`src/rtl/uart_pkg.sv`:
```
// Shared UART definitions: transmitter state encoding, parity
// selectors and the parity helper shared with the receiver.
package uart_pkg;

  typedef enum logic [2:0] {
    IDLE   = 3'd0,
    START  = 3'd1,
    DATA   = 3'd2,
    PARITY = 3'd3,
    STOP   = 3'd4
  } tx_state_t;

  localparam logic PAR_EVEN = 1'b0;
  localparam logic PAR_ODD  = 1'b1;

  // Words narrower than 32 bits are zero-extended by the caller.
  function automatic logic parity(
    input logic [31:0] word,
    input logic        typ
  );
    return (^word) ^ (typ == PAR_ODD);
  endfunction

endpackage

```
`src/rtl/tx_baud_counter.sv`:
```
// Bit-period timer for the UART transmitter: cycle counter,
// end-of-bit pulse and data bit index.
module tx_baud_counter #(
  parameter int DATA_WIDTH  = 8,
  parameter int scale_WIDTH = 6
) (
  input  logic                      clk,
  input  logic                      reset,
  input  logic                      enable,
  input  logic                      count_bits,
  input  logic [scale_WIDTH-1:0]    period,
  output logic                      bit_end,
  output logic [$clog2(DATA_WIDTH):0] bit_idx
);

  logic [scale_WIDTH-1:0] count;
  logic [scale_WIDTH-1:0] last;

  // A zero period behaves like a one-cycle bit.
  assign last = (period == '0) ? '0 : period - 1'b1;
  assign bit_end = enable && (count == last);

  always_ff @(posedge clk or posedge reset) begin
    if (reset) begin
      count   <= '0;
      bit_idx <= '0;
    end else if (!enable) begin
      count   <= '0;
      bit_idx <= '0;
    end else if (count == last) begin
      count <= '0;
      if (count_bits)
        bit_idx <= bit_idx + 1'b1;
    end else begin
      count <= count + 1'b1;
    end
  end

endmodule

```
`src/rtl/uart_tx.sv`:
```
// UART transmitter: start, LSB-first data, optional parity and
// one stop bit, each held for a latched number of clk cycles.
module uart_tx
  import uart_pkg::*;
#(
  parameter int DATA_WIDTH  = 8,
  parameter int scale_WIDTH = 6
) (
  input  logic                   clk,
  input  logic                   reset,
  input  logic [DATA_WIDTH-1:0]  P_DATA,
  input  logic                   Data_Valid,
  input  logic                   PAR_EN,
  input  logic                   PAR_TYP,
  input  logic [scale_WIDTH-1:0] prescaler,
  output logic                   TX_OUT,
  output logic                   busy
);

  localparam int IW = $clog2(DATA_WIDTH) + 1;
  localparam logic [IW-1:0] LAST_IDX = IW'(DATA_WIDTH - 1);

  tx_state_t state, next;

  logic [DATA_WIDTH-1:0]  shreg;
  logic                   par_en_q;
  logic                   par_q;
  logic [scale_WIDTH-1:0] period_q;
  logic                   bit_end;
  logic [IW-1:0]          bit_idx;
  logic                   accept;
  logic                   line;

  assign accept = (state == IDLE) && Data_Valid;

  tx_baud_counter #(
    .DATA_WIDTH (DATA_WIDTH),
    .scale_WIDTH(scale_WIDTH)
  ) u_baud (
    .clk       (clk),
    .reset     (reset),
    .enable    (state != IDLE),
    .count_bits(state == DATA),
    .period    (period_q),
    .bit_end   (bit_end),
    .bit_idx   (bit_idx)
  );

  always_ff @(posedge clk or posedge reset) begin
    if (reset) state <= IDLE;
    else       state <= next;
  end

  always_comb begin
    next = state;
    line = 1'b1;
    unique case (state)
      IDLE:   if (Data_Valid) next = START;
      START: begin
        line = 1'b0;
        if (bit_end) next = DATA;
      end
      DATA: begin
        line = shreg[0];
        if (bit_end && bit_idx == LAST_IDX)
          next = par_en_q ? PARITY : STOP;
      end
      PARITY: begin
        line = par_q;
        if (bit_end) next = STOP;
      end
      STOP:   if (bit_end) next = IDLE;
      default: next = IDLE;
    endcase
  end

  // Outputs are registered copies of the current state's line level.
  always_ff @(posedge clk or posedge reset) begin
    if (reset) begin
      shreg    <= '0;
      par_en_q <= 1'b0;
      par_q    <= 1'b0;
      period_q <= '0;
      TX_OUT   <= 1'b1;
      busy     <= 1'b0;
    end else begin
      TX_OUT <= line;
      busy   <= (state != IDLE);
      if (accept) begin
        shreg    <= P_DATA;
        par_en_q <= PAR_EN;
        par_q    <= parity(32'(P_DATA), PAR_TYP);
        period_q <= prescaler;
      end else if (state == DATA && bit_end) begin
        shreg <= shreg >> 1;
      end
    end
  end

endmodule

```
`config.mk`:
```
export PLATFORM = sky130hd
export DESIGN_NAME = uart_tx
export DESIGN_NICKNAME = d
export VERILOG_FILES = /design/src/rtl/uart_pkg.sv /design/src/rtl/tx_baud_counter.sv /design/src/rtl/uart_tx.sv
export SDC_FILE = /design/constraint.sdc
export NUM_CORES = 1
export LEC_CHECK = 0
export ABC_AREA = 1
export CORE_UTILIZATION = 57
export DETAILED_ROUTE_END_ITERATION = 8
export DONT_BUFFER_PORTS = 1
export HOLD_SLACK_MARGIN = 0.05
export PLACE_DENSITY = 0.82
export REMOVE_ABC_BUFFERS = 1
export SLEW_MARGIN = 20
export SYNTH_ARGS = -nofsm -noshare
export SYNTH_HDL_FRONTEND = slang
export SYNTH_HIERARCHICAL = 1
export SYNTH_SLANG_ARGS = --single-unit
```
`constraint.sdc`:
```
create_clock -name clk -period 2.1 [get_ports clk]
set_input_delay 0.42 -clock clk [delete_from_list [all_inputs] [get_ports clk]]
set_output_delay 0.42 -clock clk [all_outputs]
set_load 0.1 [all_outputs]
```
* Word level (Yosys, flattened, before mapping)
Index checks and enable logic that the tools add are counted.
Storage, ports and cells: word-level logic and storage cells 53, flip-flop bits (word level) 31, output and inout port bits 2
Operators by class: bitwise gates (word level) 1, muxes and demuxes 16, add/subtract/negate cells 3, equality and inequality tests 13, reduce and logical (&&, ||, !) cells 11
Operators with widths (count):
- $reduce_xor A32 Y1 | 1
- $mux W3 | 6
- $mux W6 | 3
- $mux W8 | 2
- $pmux W3 S5 | 1
- $ne A2 B2 Y1 const B | 7
- $mux W4 | 3
- $add A6 B1 Y6 const B | 1
- $eq A3 B2 Y1 const B | 2
- $eq A6 B6 Y1 | 1
- $logic_not A6 Y1 | 1
- $sub A6 B1 Y6 const B | 1
- $reduce_and A5 Y1 | 1
- $add A4 B1 Y4 const B | 1
- $eq A4 B3 Y1 const B | 1
- $logic_and A1 B1 Y1 | 4
- $eq A3 B1 Y1 const B | 1
- $eq A3 B3 Y1 const B | 1
- $logic_not A3 Y1 | 1
- $pmux W1 S3 | 1
- $reduce_bool A3 Y1 | 1
- $reduce_and A2 Y1 | 1
- $reduce_bool A2 Y1 | 1
- $xor A1 B1 Y1 | 1

* Depth between registers and ports, before layout
depth after elaboration 7, mapped depth 17, depth with buffers taken out 17

* Hierarchy
The synthesis kept the hierarchy.
By module, submodules not included:
- uart_tx | area each 1159.9 um^2, times used 1, seq. area each 526.8 um^2, cells an instance 150
- tx_baud_counter | area each 760.7 um^2, times used 1, seq. area each 250.2 um^2, cells an instance 119

* Least setup slack after synthesis
No wires, ideal clock.
kind register -> register, from reg period_q[0], to reg shreg[2], slack 0.098 ns, data required time 2.019 ns, cell stages (with the launch flop) 18, buffers on the path 1, period minus slack after synthesis 2.002 ns, data arrival time 1.920 ns, library setup time 0.081 ns, path through dfrtp_1 -> inv_1 -> ha_1 -> nand2_1 -> inv_1 -> nor2_1 -> nand2_1 -> nand2_1 -> nand2_1 -> nand2_1 -> nor2_1 -> nand2_1 -> nor2_1 -> inv_1 -> o21ai_4 -> buf_6 -> nor2_2 -> a31oi_2
Between the ends: word-level cells in the longest chain between the ends 6, elaborated cells on any way between the ends 7, those cells by class 1 x add/sub; 1 x eq/ne; 1 x mux; 4 x reduce/logical
Ends and longest elaborated chain:
- from (decl) | RTL line uart_tx.sv:28 | logic [scale_WIDTH-1:0] period_q;
- from (signal assigned) | RTL line uart_tx.sv:93 | period_q <= prescaler;
- $sub A6 B1 Y6 / $logic_not A6 Y1 (equally long branches) | RTL line tx_baud_counter.sv:20 | assign last = (period == '0) ? '0 : period - 1'b1;
- $mux W6 (*) | RTL line tx_baud_counter.sv:20
- $eq A6 B6 Y1 (*) | RTL line tx_baud_counter.sv:21 | assign bit_end = enable && (count == last);
- $logic_and A1 B1 Y1 (*) | RTL line tx_baud_counter.sv:21
- named net bit_end | RTL line uart_tx.sv:29 | logic bit_end;
- $logic_and A1 B1 Y1 (*) | RTL line uart_tx.sv:94 | end else if (state == DATA && bit_end) begin
- $reduce_bool A2 Y1 (no line) (*)
- to (signal assigned) | RTL line uart_tx.sv:95 | shreg <= shreg >> 1;
- to (decl) | RTL line uart_tx.sv:25 | logic [DATA_WIDTH-1:0] shreg;
Mark *: on every way through the listed nets, which the timed path passes. The rest lies on a longest branch. A chain may end at the register's enable or synchronous reset.

* Worst setup path in the final report
from reg period_q[1], to reg shreg[2]
Same word-level chain as after synthesis.

==> flow_summary.json <==
{
  "status": "finished, violations left",
  "violations": "setup timing",
  "synthArstFlopShare_pct": 100,
  "via_per_inst": 5.05,
  "crit_top_cell": "nand2_1",
  "ir_drop_mv": 0.659,
  "path_class": "flop to flop",
  "cp-start-kind": "flop",
  "p_leak_nw": 1.12,
  "critPathArrivalTime_ns": 2.40,
  "grt_pass1_vias": 1414,
  "cts.clk_slew.worst_paths_ns": 0.09,
  "synth_area_um2": 1920,
  "num_vias": 1632,
  "grt_pass1_wl_um": 6010,
  "syn_to_final_growth_pct": 8.60,
  "slew_headroom_pct": 48.2,
  "hold_path.class": "input pin to async pin",
  "cp_max_fo": 6,
  "clock-sinks": 31,
  "rows": 20,
  "setup_viol": 4,
  "powerDensity_nw_per_um2": 1570,
  "drv_slew": 0,
  "drt_iter0_markers": 87,
  "cap_violations": 0,
  "final_cell_mix": "nand2_1, inv_1, dfrtp_1, nand3_1, nor2_1",
  "hold_viol": 0,
  "fin_crit_sh_pct": 104,
  "min_period_ns": 2.18,
  "crit_chain": "inv_2, ha_4, inv_1, nand2_1, nand2_1, nand3_1, nand2_1, nand3_1, nor2_1, nand2_1, nor2_2, inv_2, o21ai_4, buf_6, buf_6, a31oi_4",
  "finalWorstSetupSlack_ns": -0.0754,
  "coreArea_um2": 3130,
  "ys_types": 31,
  "insertion_delay_ns": 0.34,
  "nets": 300,
  "detail-route-antenna-nets": 0,
  "fin_skew_ns": 0.0104,
  "dieArea_um2": 3610,
  "crit_path_top_delay_cell": "dfrtp_1",
  "dpl-instance-area_um2": 1950,
  "n_antenna_cell": 0,
  "synth-edff-count": 0,
  "drt-total-wl_um": 3650,
  "cpPeakStageDelay_ns": 0.40,
  "antenna_found_initial": 0,
  "required_ns": 2.32,
  "cts-buffers-inserted": 5,
  "io_pins": 21,
  "drc_errors": 0,
  "ys_ff_latch": 31,
  "synth_ff_type": "dfrtp_1",
  "drt_first_pass_iters": 6,
  "clock-root-buffer": "clkbuf_4",
  "gp_congestion": 0.890,
  "crit_family": "simple AND/OR/NAND/NOR gates",
  "syn_inst": 269,
  "ys.warnings.count": 6,
  "worstMarginPinSlew_ns": 0.776,
  "cts_tree": "done",
  "cp-end-kind": "flop",
  "syn_area_per_cell_um2": 7.14,
  "rrSetupSlack_ns": -0.08,
  "dp_hpwl_um": 2630,
  "die_x_um": 60.0,
  "initial_core_util_pct": 61.4,
  "grt_max_degree": 22,
  "fmax_ghz": 0.460,
  "die_y_um": 60.0,
  "drive_gt1_share_pct": 14.3,
  "htreeDepth": 2,
  "numPortBuffers": 0,
  "post_drt_wl_per_cell_um": 11.3,
  "grt_setup_unrepaired": "true",
  "yosysSeqAreaShare_pct": 40.5,
  "cts_buffer_depth": 2,
  "globalRouteOverflowTotal": 0,
  "track_usage_pct": 22.7,
  "layout.cells.most_common": "nand2_1",
  "cp.buffers_inverters": 5,
  "finalCoreUtilization_pct": 66.7,
  "design_area_um2": 2090
}
==> layer usage <==
| metal | share of wire (%) | GRT usage, % |
|---|---|---|
| met1 | 45 | 29.9 |
| met4 | 1.6 | 8.31 |
| met5 | 0 | 0 |
| met2 | 49 | 36.0 |
| met3 | 4.2 | 5.84 |
==> sequential cells by signal, indices dropped and copies added (netlist names) <==
| signal | flops |
|---|---|
| par_q | 1 |
| state | 3 |
| u_baud/bit_idx | 4 |
| u_baud/count | 6 |
| busy | 1 |
| par_en_q | 1 |
| TX_OUT | 1 |
| period_q | 6 |
| shreg | 8 |
==> kinds of logic after synthesis <==
family / count (synthesis) / share of synthesized area, %
simple gates: 162 / 36.4
buf+inv: 47 / 11.6
flops: 31 / 40.5
compound gates: 20 / 6.91
xor+xnor: 6 / 2.74
fa+ha+maj: 3 / 1.95
==> report_power, final <==
group,switching (mW),internal [mW]
clock,0.197,0.130
sequential,0.312,0.861
combinational,1.11,0.658
==> path summary, 6_finish.rpt <==
check,start,to,depth (start not counted)
max in group asynchronous,reset,u_baud/bit_idx[1],2
setup reg to reg,period_q[1],shreg[2],16
hold / removal,reset,busy,1
setup / recovery,period_q[1],shreg[2],16
min in group clk,prescaler[2],period_q[2],2
hold reg to reg,par_q,par_q,2
==> metrics by stage <==
stage / hold slack (ns) / power, mW / instances / worst slack (ns) / TNS, ns
2_1_floorplan: 0.260 / 2.38 / 264 / 0.0335 / 0
3_3_place_gp: 0.307 / 2.70 / 313 / 0.0538 / 0
3_5_place_dp: 0.316 / 2.75 / 313 / -0.0772 / -0.178
4_1_cts: 0.123 / 3.14 / 322 / 0.0163 / 0
5_1_grt: 0.150 / 3.56 / 323 / -0.192 / -1.50
6_report: 0.0961 / 3.27 / 323 / -0.0754 / -0.176
==> area by class of cell <==
cell class | count | area, µm²
clock inverter | 1 | 5.00
inverter | 42 | 163
fill | 280 | 1040
multi-input combinational | 191 | 978
clock buffer | 7 | 45.0
tap | 44 | 55.1
timing repair buffer | 7 | 62.6
sequential | 31 | 777
==> repair_timing <==
action	4_1_cts	5_1_grt
setup endpoints to repair	4	11
pin swaps	0	11
hold buffers	1	0
buffers inserted	0	1
hold endpoints to repair	10	0
gates resized for setup	4	14
==> cell usage after synthesis, types with 2 or more instances <==
| library cell | count | share of area [%] |
|---|---|---|
| a21oi_1 | 3 | 0.78 |
| a31oi_1 | 3 | 0.98 |
| buf_6 | 4 | 2.3 |
| dfrtp_1 | 30 | 39 |
| ha_1 | 3 | 2.0 |
| inv_1 | 38 | 7.4 |
| inv_2 | 3 | 0.59 |
| nand2_1 | 101 | 20 |
| nand2_2 | 3 | 0.98 |
| nand2_4 | 2 | 1.2 |
| nand3_1 | 24 | 6.3 |
| nor2_1 | 24 | 4.7 |
| nor2_2 | 2 | 0.65 |
| o211ai_1 | 2 | 0.78 |
| o21ai_0 | 4 | 1.0 |
| o21ai_1 | 4 | 1.0 |
| xnor2_1 | 2 | 0.91 |
| xor2_1 | 4 | 1.8 |
No activity file was read; power rests on OpenSTA's default activity.
